$ cat config.mk
export PLATFORM = sky130hd
export DESIGN_NAME = pc_sequencer
export DESIGN_NICKNAME = d
export VERILOG_FILES = /design/src/rtl/pc_sequencer_pkg.sv /design/src/rtl/pc_sequencer_shift.sv /design/src/rtl/pc_sequencer.sv
export SDC_FILE = /design/constraint.sdc
export NUM_CORES = 1
export LEC_CHECK = 0
export CORE_MARGIN = 2
export CORE_UTILIZATION = 58
export DETAILED_ROUTE_END_ITERATION = 10
export PLACE_DENSITY = 0.89
export SLEW_MARGIN = 25
export SYNTH_ARGS = -nofsm -noshare
export SYNTH_HDL_FRONTEND = slang
export SYNTH_SLANG_ARGS = --single-unit
$ cat constraint.sdc
create_clock -name clk -period 6.1 [get_ports clk]
set_clock_uncertainty 0.2 [all_clocks]
set_input_delay 1.22 -clock clk [delete_from_list [all_inputs] [get_ports clk]]
set_output_delay 1.22 -clock clk [all_outputs]
set_load 0.02 [all_outputs]
$ cat src/rtl/pc_sequencer_pkg.sv
// Shared types and constants for the instruction-fetch sequencer.
// FSM encoding is fixed so other blocks and debug tooling can decode it.
package pc_sequencer_pkg;

  typedef enum logic [1:0] {
    IDLE  = 2'd0,
    RUN   = 2'd1,
    WAIT  = 2'd2,
    STALL = 2'd3
  } state_t;

  localparam logic [31:0] PC_STEP          = 32'd4;
  localparam logic [31:0] DEFAULT_RESET_PC = 32'h0000_0000;

  function automatic logic [31:0] sext32(input logic [15:0] v);
    return {{16{v[15]}}, v};
  endfunction

endpackage

$ cat src/rtl/pc_sequencer_shift.sv
// Word-offset scaler: multiplies a 32-bit word count by four.
module left_shift_2bits_32 (
  input  logic [31:0] value,
  output logic [31:0] shifted
);

  assign shifted = value << 2;

endmodule

$ cat src/rtl/pc_sequencer.sv
// Instruction-fetch controller: owns the PC, runs the fetch handshake,
// resolves branch/jump/register redirects and flushes wrong-path fetches.
module pc_sequencer
  import pc_sequencer_pkg::*;
#(
  parameter logic [31:0] RESET_PC = DEFAULT_RESET_PC
) (
  input  logic        clk,
  input  logic        rst_n,
  output logic [31:0] pc,
  output logic        fetch_valid,
  input  logic        fetch_ready,
  input  logic        stall,
  input  logic [31:0] redir_pc,
  input  logic        br_taken,
  input  logic [15:0] br_offset,
  input  logic        j_req,
  input  logic [25:0] j_index,
  input  logic        jr_req,
  input  logic [31:0] jr_addr,
  output logic        flush,
  output logic        misalign_err
);

  state_t      state, state_nxt;
  logic [31:0] pc_nxt;
  logic        pend_valid, pend_valid_nxt;
  logic [31:0] pend_pc, pend_pc_nxt;
  logic        flush_raw;

  logic [31:0] br_sext, br_shift;
  logic [31:0] seq_pc, link_pc, redir_target;
  logic        redir;

  assign br_sext = sext32(br_offset);

  left_shift_2bits_32 u_br_shift (
    .value   (br_sext),
    .shifted (br_shift)
  );

  assign seq_pc  = pc + PC_STEP;
  assign link_pc = redir_pc + PC_STEP;
  assign redir   = jr_req | j_req | br_taken;

  always_comb begin
    redir_target = seq_pc;
    if (jr_req)        redir_target = {jr_addr[31:2], 2'b00};
    else if (j_req)    redir_target = {link_pc[31:28], j_index, 2'b00};
    else if (br_taken) redir_target = link_pc + br_shift;
  end

  always_comb begin
    // NOTE: every signal written here gets a default first so no latch is inferred.
    state_nxt      = state;
    pc_nxt         = pc;
    pend_valid_nxt = pend_valid;
    pend_pc_nxt    = pend_pc;
    fetch_valid    = 1'b0;
    flush_raw      = 1'b0;

    unique case (state)
      IDLE: begin
        state_nxt = RUN;
        if (redir) begin
          pc_nxt    = redir_target;
          flush_raw = 1'b1;
        end
      end

      RUN: begin
        fetch_valid = !stall;
        if (stall) begin
          state_nxt = STALL;
          if (redir) begin
            pc_nxt    = redir_target;
            flush_raw = 1'b1;
          end
        end else if (fetch_ready) begin
          pc_nxt    = redir ? redir_target : seq_pc;
          flush_raw = redir;
        end else begin
          // Request is now outstanding: pc must hold, so a redirect is parked.
          state_nxt = WAIT;
          if (redir) begin
            pend_valid_nxt = 1'b1;
            pend_pc_nxt    = redir_target;
          end
        end
      end

      WAIT: begin
        fetch_valid = 1'b1;
        if (fetch_ready) begin
          state_nxt      = stall ? STALL : RUN;
          pend_valid_nxt = 1'b0;
          if (pend_valid) begin
            pc_nxt    = pend_pc;
            flush_raw = 1'b1;
          end else if (redir) begin
            pc_nxt    = redir_target;
            flush_raw = 1'b1;
          end else begin
            pc_nxt = seq_pc;
          end
        end else if (redir && !pend_valid) begin
          pend_valid_nxt = 1'b1;
          pend_pc_nxt    = redir_target;
        end
      end

      STALL: begin
        if (!stall) state_nxt = RUN;
        if (redir) begin
          pc_nxt    = redir_target;
          flush_raw = 1'b1;
        end
      end

      default: state_nxt = IDLE;
    endcase
  end

  // Pulses are qualified by rst_n so every output except pc reads 0 in reset.
  assign flush        = flush_raw & rst_n;
  assign misalign_err = jr_req & (|jr_addr[1:0]) & rst_n;

  always_ff @(posedge clk or negedge rst_n) begin
    if (!rst_n) begin
      state      <= IDLE;
      pc         <= RESET_PC;
      pend_valid <= 1'b0;
      pend_pc    <= RESET_PC;
    end else begin
      // NOTE: sequential state uses <= so all registers update from the same snapshot.
      state      <= state_nxt;
      pc         <= pc_nxt;
      pend_valid <= pend_valid_nxt;
      pend_pc    <= pend_pc_nxt;
    end
  end

endmodule

# Word level (Yosys, flattened, before mapping)
# Cells that the tools add are included.
# totals
register_bits,67
input_bits,113
word_cells,71
# classes
n_addsub,3
eq_ne,13
mux,35
n_bitwise,5
reduce_logical,11
# op_table
cell,count
$mux W32,14
$pmux W32 S3,1
$add A32 B3 Y32 const B,2
$pmux W32 S2,1
$add A32 B32 Y32,1
$ne A2 B2 Y1 const B,7
$mux W1,10
$mux W2,5
$ne A3 B3 Y1 const B,3
$pmux W2 S4,1
$reduce_and A6 Y1,1
$reduce_and A5 Y1,1
$eq A2 B2 Y1 const B,2
$pmux W1 S2,2
$reduce_or A2 Y1,2
$and A1 B1 Y1,3
$pmux W1 S3,1
$reduce_and A3 Y1,1
$eq A2 B1 Y1 const B,1
$logic_not A1 Y1,2
$logic_not A2 Y1,1
$or A1 B1 Y1,2
$reduce_and A2 Y1,1
$reduce_bool A2 Y1,1
$logic_and A1 B1 Y1,1

# Longest topological paths before layout
# depth
word_depth,9
ltp_mapped,18

# By module
# A second synthesis with hierarchy kept.
# unflattened
hier_cells,1049
hier_area_um2,7817.5
# by_module_without_submodules
module,instances,cells_each,area_each_um2,seq_area_each_um2
pc_sequencer,1,1016,7573.5,1676.6
left_shift_2bits_32,1,33,244.0,0.0

# Least setup slack after synthesis
# No wires, ideal clock.
# synth_timing
path_kind,input-to-reg
startpoint,input redir_pc[5]
endpoint,register pc[29]
setup_time_ns,0.141
arrival_time_ns,4.229
path_slack_ns,1.530
stages,18
path_buffers,2
path_cell_list,and4_4 and3_1 buf_2 and3_1 nand2_1 xnor2_1 ha_1 clkbuf_2 nand4_1 nor4_1 o211ai_1 nand3_1 a211oi_1 xnor2_1 o31ai_1 a31oi_1 a211oi_1 a211oi_1
# synth_between
elab_chain_cells,9
word_cells_on_any_way,12
# synth_rtl
element,line_no,text
start: declaration,pc_sequencer.sv:14,"input logic [31:0] redir_pc,"
$add A32 B3 Y32 (*),pc_sequencer.sv:43,assign link_pc = redir_pc + PC_STEP;
$add A32 B32 Y32,pc_sequencer.sv:50,else if (br_taken) redir_target = link_pc + br_shift;
$mux W32,pc_sequencer.sv:50,
$mux W32 (*),pc_sequencer.sv:49,"else if (j_req) redir_target = {link_pc[31:28], j_index, 2'b00};"
$mux W32 (*),pc_sequencer.sv:48,"if (jr_req) redir_target = {jr_addr[31:2], 2'b00};"
$mux W32,"pc_sequencer.sv:80, pc_sequencer.sv:100",
$mux W32 (on tied branches),"pc_sequencer.sv:97, pc_sequencer.sv:79",
$mux W32 (on tied branches),"pc_sequencer.sv:94, pc_sequencer.sv:73",
$pmux W32 S3 (*),pc_sequencer.sv:62,unique case (state)
end signal: assignment,pc_sequencer.sv:137,pc <= pc_nxt;
end: declaration,pc_sequencer.sv:10,"output logic [31:0] pc,"
# Mark *: on every way between the ends. The rest lies on a longest branch, timed or not. The select of a mux whose other input is x is not followed.
# A chain may end at the register's enable or synchronous reset.

# Final worst setup path
# layout_timing
startpoint,input redir_pc[2]
endpoint,register pc[29]
# Same word-level chain as after synthesis.

==> results by group <==
STA
  • Min Tclk post-route: 5540 ps
  • Worst slew margin: 29.3%
  • Final setup viols: 0
  • Period utilization: 90.9%
  • Slew of the pin with the lowest slew margin: 1060 ps
  • TNS Setup: 0 ps
  • Final hold vios: 0
  • RSZ-0062 raised after global routing: no
  • Max-slew violations: 0
  • Min Hold Slack: 286 ps
  • Achievable frequency: 0.180 GHz

Detailed routing
  • Residual DRC: 0
  • Vias/cell: 6.74
  • Vias: 8688
  • Routed len/inst: approximately 20 µm
  • Routed WL: 26300 µm
  • Starting DRT DRC Count: 1293
  • DRT Pass-1 Iters: 8
  • Antenna-violating nets left: 0

Power and ir drop
  • Tot Pwr: around 3.5 mW
  • Leak: 3.78 nW
  • PD cells: 378 mW/mm²
  • Maximum vdd ir drop: around 0.3 mV

Clock tree
  • CTS tree: built
  • Worst skew pair latency: around 340 ps
  • CTS sink count: 67
  • Root Buffer Master: clkbuf_16
  • Post-CTS setup buffer count: 0
  • Clk slew on worst S/H paths: 50 ps
  • H-tree depth: 3
  • Cts-stage hold buffer count: 0
  • CTS buffer count: 9
  • CTS resizes: 0
  • CTS Buffer Depth: 2

Cells and area
  • Combined area of the multi-input logic cells: 0.00537 mm²
  • Share of cells above drive strength 1: 6.00%
  • FF/Latch Area: 0.00168 mm²
  • Fill count: 1020
  • Number of diodes: 0
  • Area growth from synthesis to layout: 25.5%
  • Layout Nets: approximately 1.3k

Synthesis
  • Synth Area in XOR/XNOR: 8.66%
  • Post-Syn Area: 0.00737 mm²
  • Synth Area in Compound Gates: 32.3%
  • Yosys cell types: 83
  • Synth top area cells: dfrtp_1, nand2_1, o21ai_0
  • #FFs+latches synth: 67
  • Synth Flop Type: dfrtp_1
  • Synth Warn #: 0
  • Async SR Flop Fraction: 100%
  • Synth top area share: 22.7%
  • Combinational family with the most area after synthesis: compound AO/OA/AOI/OAI gates
  • Syn Nets: 1145
  • Mapped Avg Cell Area: between 7 and 8 µm²
  • Post-synthesis adder-cell area fraction: 6.72%
  • Post-synthesis sequential area ratio: 22.7%
  • Cells after synthesis: a little under 1k
  • Mux contribution to synthesized area: 2.31%
  • Post-synth EDFFs: 0
  • Synth Area in Simple Gates: 22.9%
  • Leading area contributor after synthesis: dfrtp_1

Global routing
  • First-pass GRT wire length: 41100 µm
  • Pin count of the biggest net entering global routing: 50
  • Initial antenna violation count: 0
  • Vias in the first global route: 8140
  • Grt ovf: 0
  • GRT Util Overall: 38.6%

Critical path
  • Nature of the critical path startpoint: primary input
  • Critical-path top delay cell: clkdlybuf4s50_1
  • Arrival @ worst endpoint: 5550 ps
  • Max stage delay on crit path: 610 ps
  • Setup crit end kind: register
  • CP cell instances: clkdlybuf4s50_1 -> ha_1 -> and3_1 -> and3_1 -> nand2_1 -> xnor2_1 -> ha_1 -> nand4_1 -> nor4_1 -> o211ai_1 -> nand3_1 -> a211oi_1 -> xnor2_1 -> o31ai_1 -> a31oi_1 -> a211oi_1 -> a211oi_1
  • Critical path class: in2reg
  • Most frequent CP cell: a211oi_1
  • Crit Path Max Fanout: 7
  • Crit path required time: 6110 ps

Floorplan
  • Die Area: 0.0136 mm²
  • Die extent in x: 117 µm
  • Die Height: ~120 µm
  • CORE AREA: 0.0125 mm²
  • Initial Util: 58.9%
  • Site Rows: 41
  • Ports: 148

Run status
  • Status: completed

Placed design
  • PortBufs: 147
  • Hpwl dp: 18900 µm
  • Routability Congestion: 1.06

Job
  • # Max-Cap Violations: 0

Worst hold path
  • Hold Crit Class: reg2reg
area by class of cell:
| class | count | area share, % |
|---|---|---|
| clock inverters | 2 | 0.108 |
| multi-input cells | 844 | 58.1 |
| flip-flops and latches | 67 | 18.1 |
| clock buffers | 13 | 2.92 |
| inverters | 23 | 0.933 |
| repair buffers | 168 | 17.5 |
| well taps | 172 | 2.33 |
cell usage in the layout (no fill, tap or decap), types with 5 or more instances in the layout:
| master | instances |
|---|---|
| nor3_1 | 11 |
| and4_1 | 10 |
| a22oi_1 | 8 |
| o211ai_1 | 12 |
| and3_1 | 18 |
| nor2_1 | 74 |
| o31ai_1 | 9 |
| o21a_1 | 10 |
| o21ai_1 | 15 |
| nand2b_1 | 15 |
| a221oi_1 | 11 |
| o22ai_1 | 21 |
| nor2b_1 | 6 |
| clkbuf_16 | 9 |
| nand3_1 | 31 |
| a21o_1 | 15 |
| o21ai_0 | 97 |
| or3_1 | 5 |
| a221o_1 | 12 |
| dfrtp_1 | 67 |
| clkdlybuf4s50_1 | 145 |
| nand2_1 | 138 |
| buf_4 | 21 |
| nand4_1 | 18 |
| o21bai_1 | 5 |
| a21oi_1 | 83 |
| xnor2_1 | 41 |
| a211oi_1 | 17 |
| inv_1 | 21 |
| xor2_1 | 30 |
| ha_1 | 38 |
| mux2_2 | 8 |
| a31oi_1 | 15 |
| mux2i_1 | 8 |
metrics by stage:
step | utilization (%) | area, µm² | instances | worst slack [ps]
after detailed placement | 71.7 | 8970 | 1274 | 314
after global routing | 73.9 | 9250 | 1289 | 132
after global placement | 71.7 | 8970 | 1274 | 513
after floorplan | - | 7370 | 993 | 1530
after CTS | 73.9 | 9250 | 1289 | 660
final | 73.9 | 9250 | 1289 | 557
worst max-delay path, delay by kind of cell:
family          cells  cell delay [ps]
fa+ha+maj           2              680
buf+inv             1              610
simple gates        6             1640
compound gates      6             1130
xor+xnor            2              260
power breakdown:
part / leakage, nW / internal [mW] / switching [mW] / total (mW)
combinational: 2.82 / 0.835 / 1.16 / 2.00
sequential: 0.820 / 0.660 / 0.341 / 1.00
clock: 0.141 / 0.305 / 0.192 / 0.497
flip-flops by register name (all words and copies together), names as in the netlist:
name and flops:
pc 32, pend_pc 32, state 2, pend_valid 1
cells by family (layout without fill, tap and decap cells):
logic type	after synthesis	count (layout)
AO/OA/AOI/OAI	368	368
AND/OR/NAND/NOR	349	349
buffers and inverters	82	206
XOR/XNOR	72	72
flip-flops	67	67
adder cells (fa/ha/maj)	39	39
multiplexers	16	16
cell usage after synthesis (9+ instances only):
library cell / number
o21ai_1: 15
nand2b_1: 15
a221o_1: 12
o21ai_0: 97
clkbuf_1: 50
nand3_1: 31
a31oi_1: 15
a211oi_1: 17
o31ai_1: 9
a221oi_1: 11
nand2_1: 138
a21oi_1: 83
xnor2_1: 41
dfrtp_1: 67
and3_1: 18
o22ai_1: 21
o21a_1: 10
ha_1: 38
nor3_1: 11
o211ai_1: 12
a21o_1: 15
xor2_1: 30
nor2_1: 74
nand4_1: 18
and4_1: 10
inv_1: 21
worst paths after layout:
path	from	end	slack, ps	cells after the start
max	redir_pc[2]	pc[29]	560	17
min	pend_pc[16]	pend_pc[16]	290	2
max reg2reg	state[1]	pc[12]	2380	11
min reg2reg	pend_pc[16]	pend_pc[16]	290	2
max in group asynchronous	rst_n	pc[21]	3940	2
min in group asynchronous	rst_n	pend_pc[5]	760	1
layer usage:
metal / global-route usage (%) / up-vias / wire length, µm
li1: - / 3930 / -
met1: 49.5 / 3980 / 10000
met2: 60.7 / 647 / 11600
met3: 8.41 / 131 / 3180
met4: 21.2 / 0 / 1440
met5: 0 / - / 0
No activity file was read; power rests on OpenSTA's default activity.
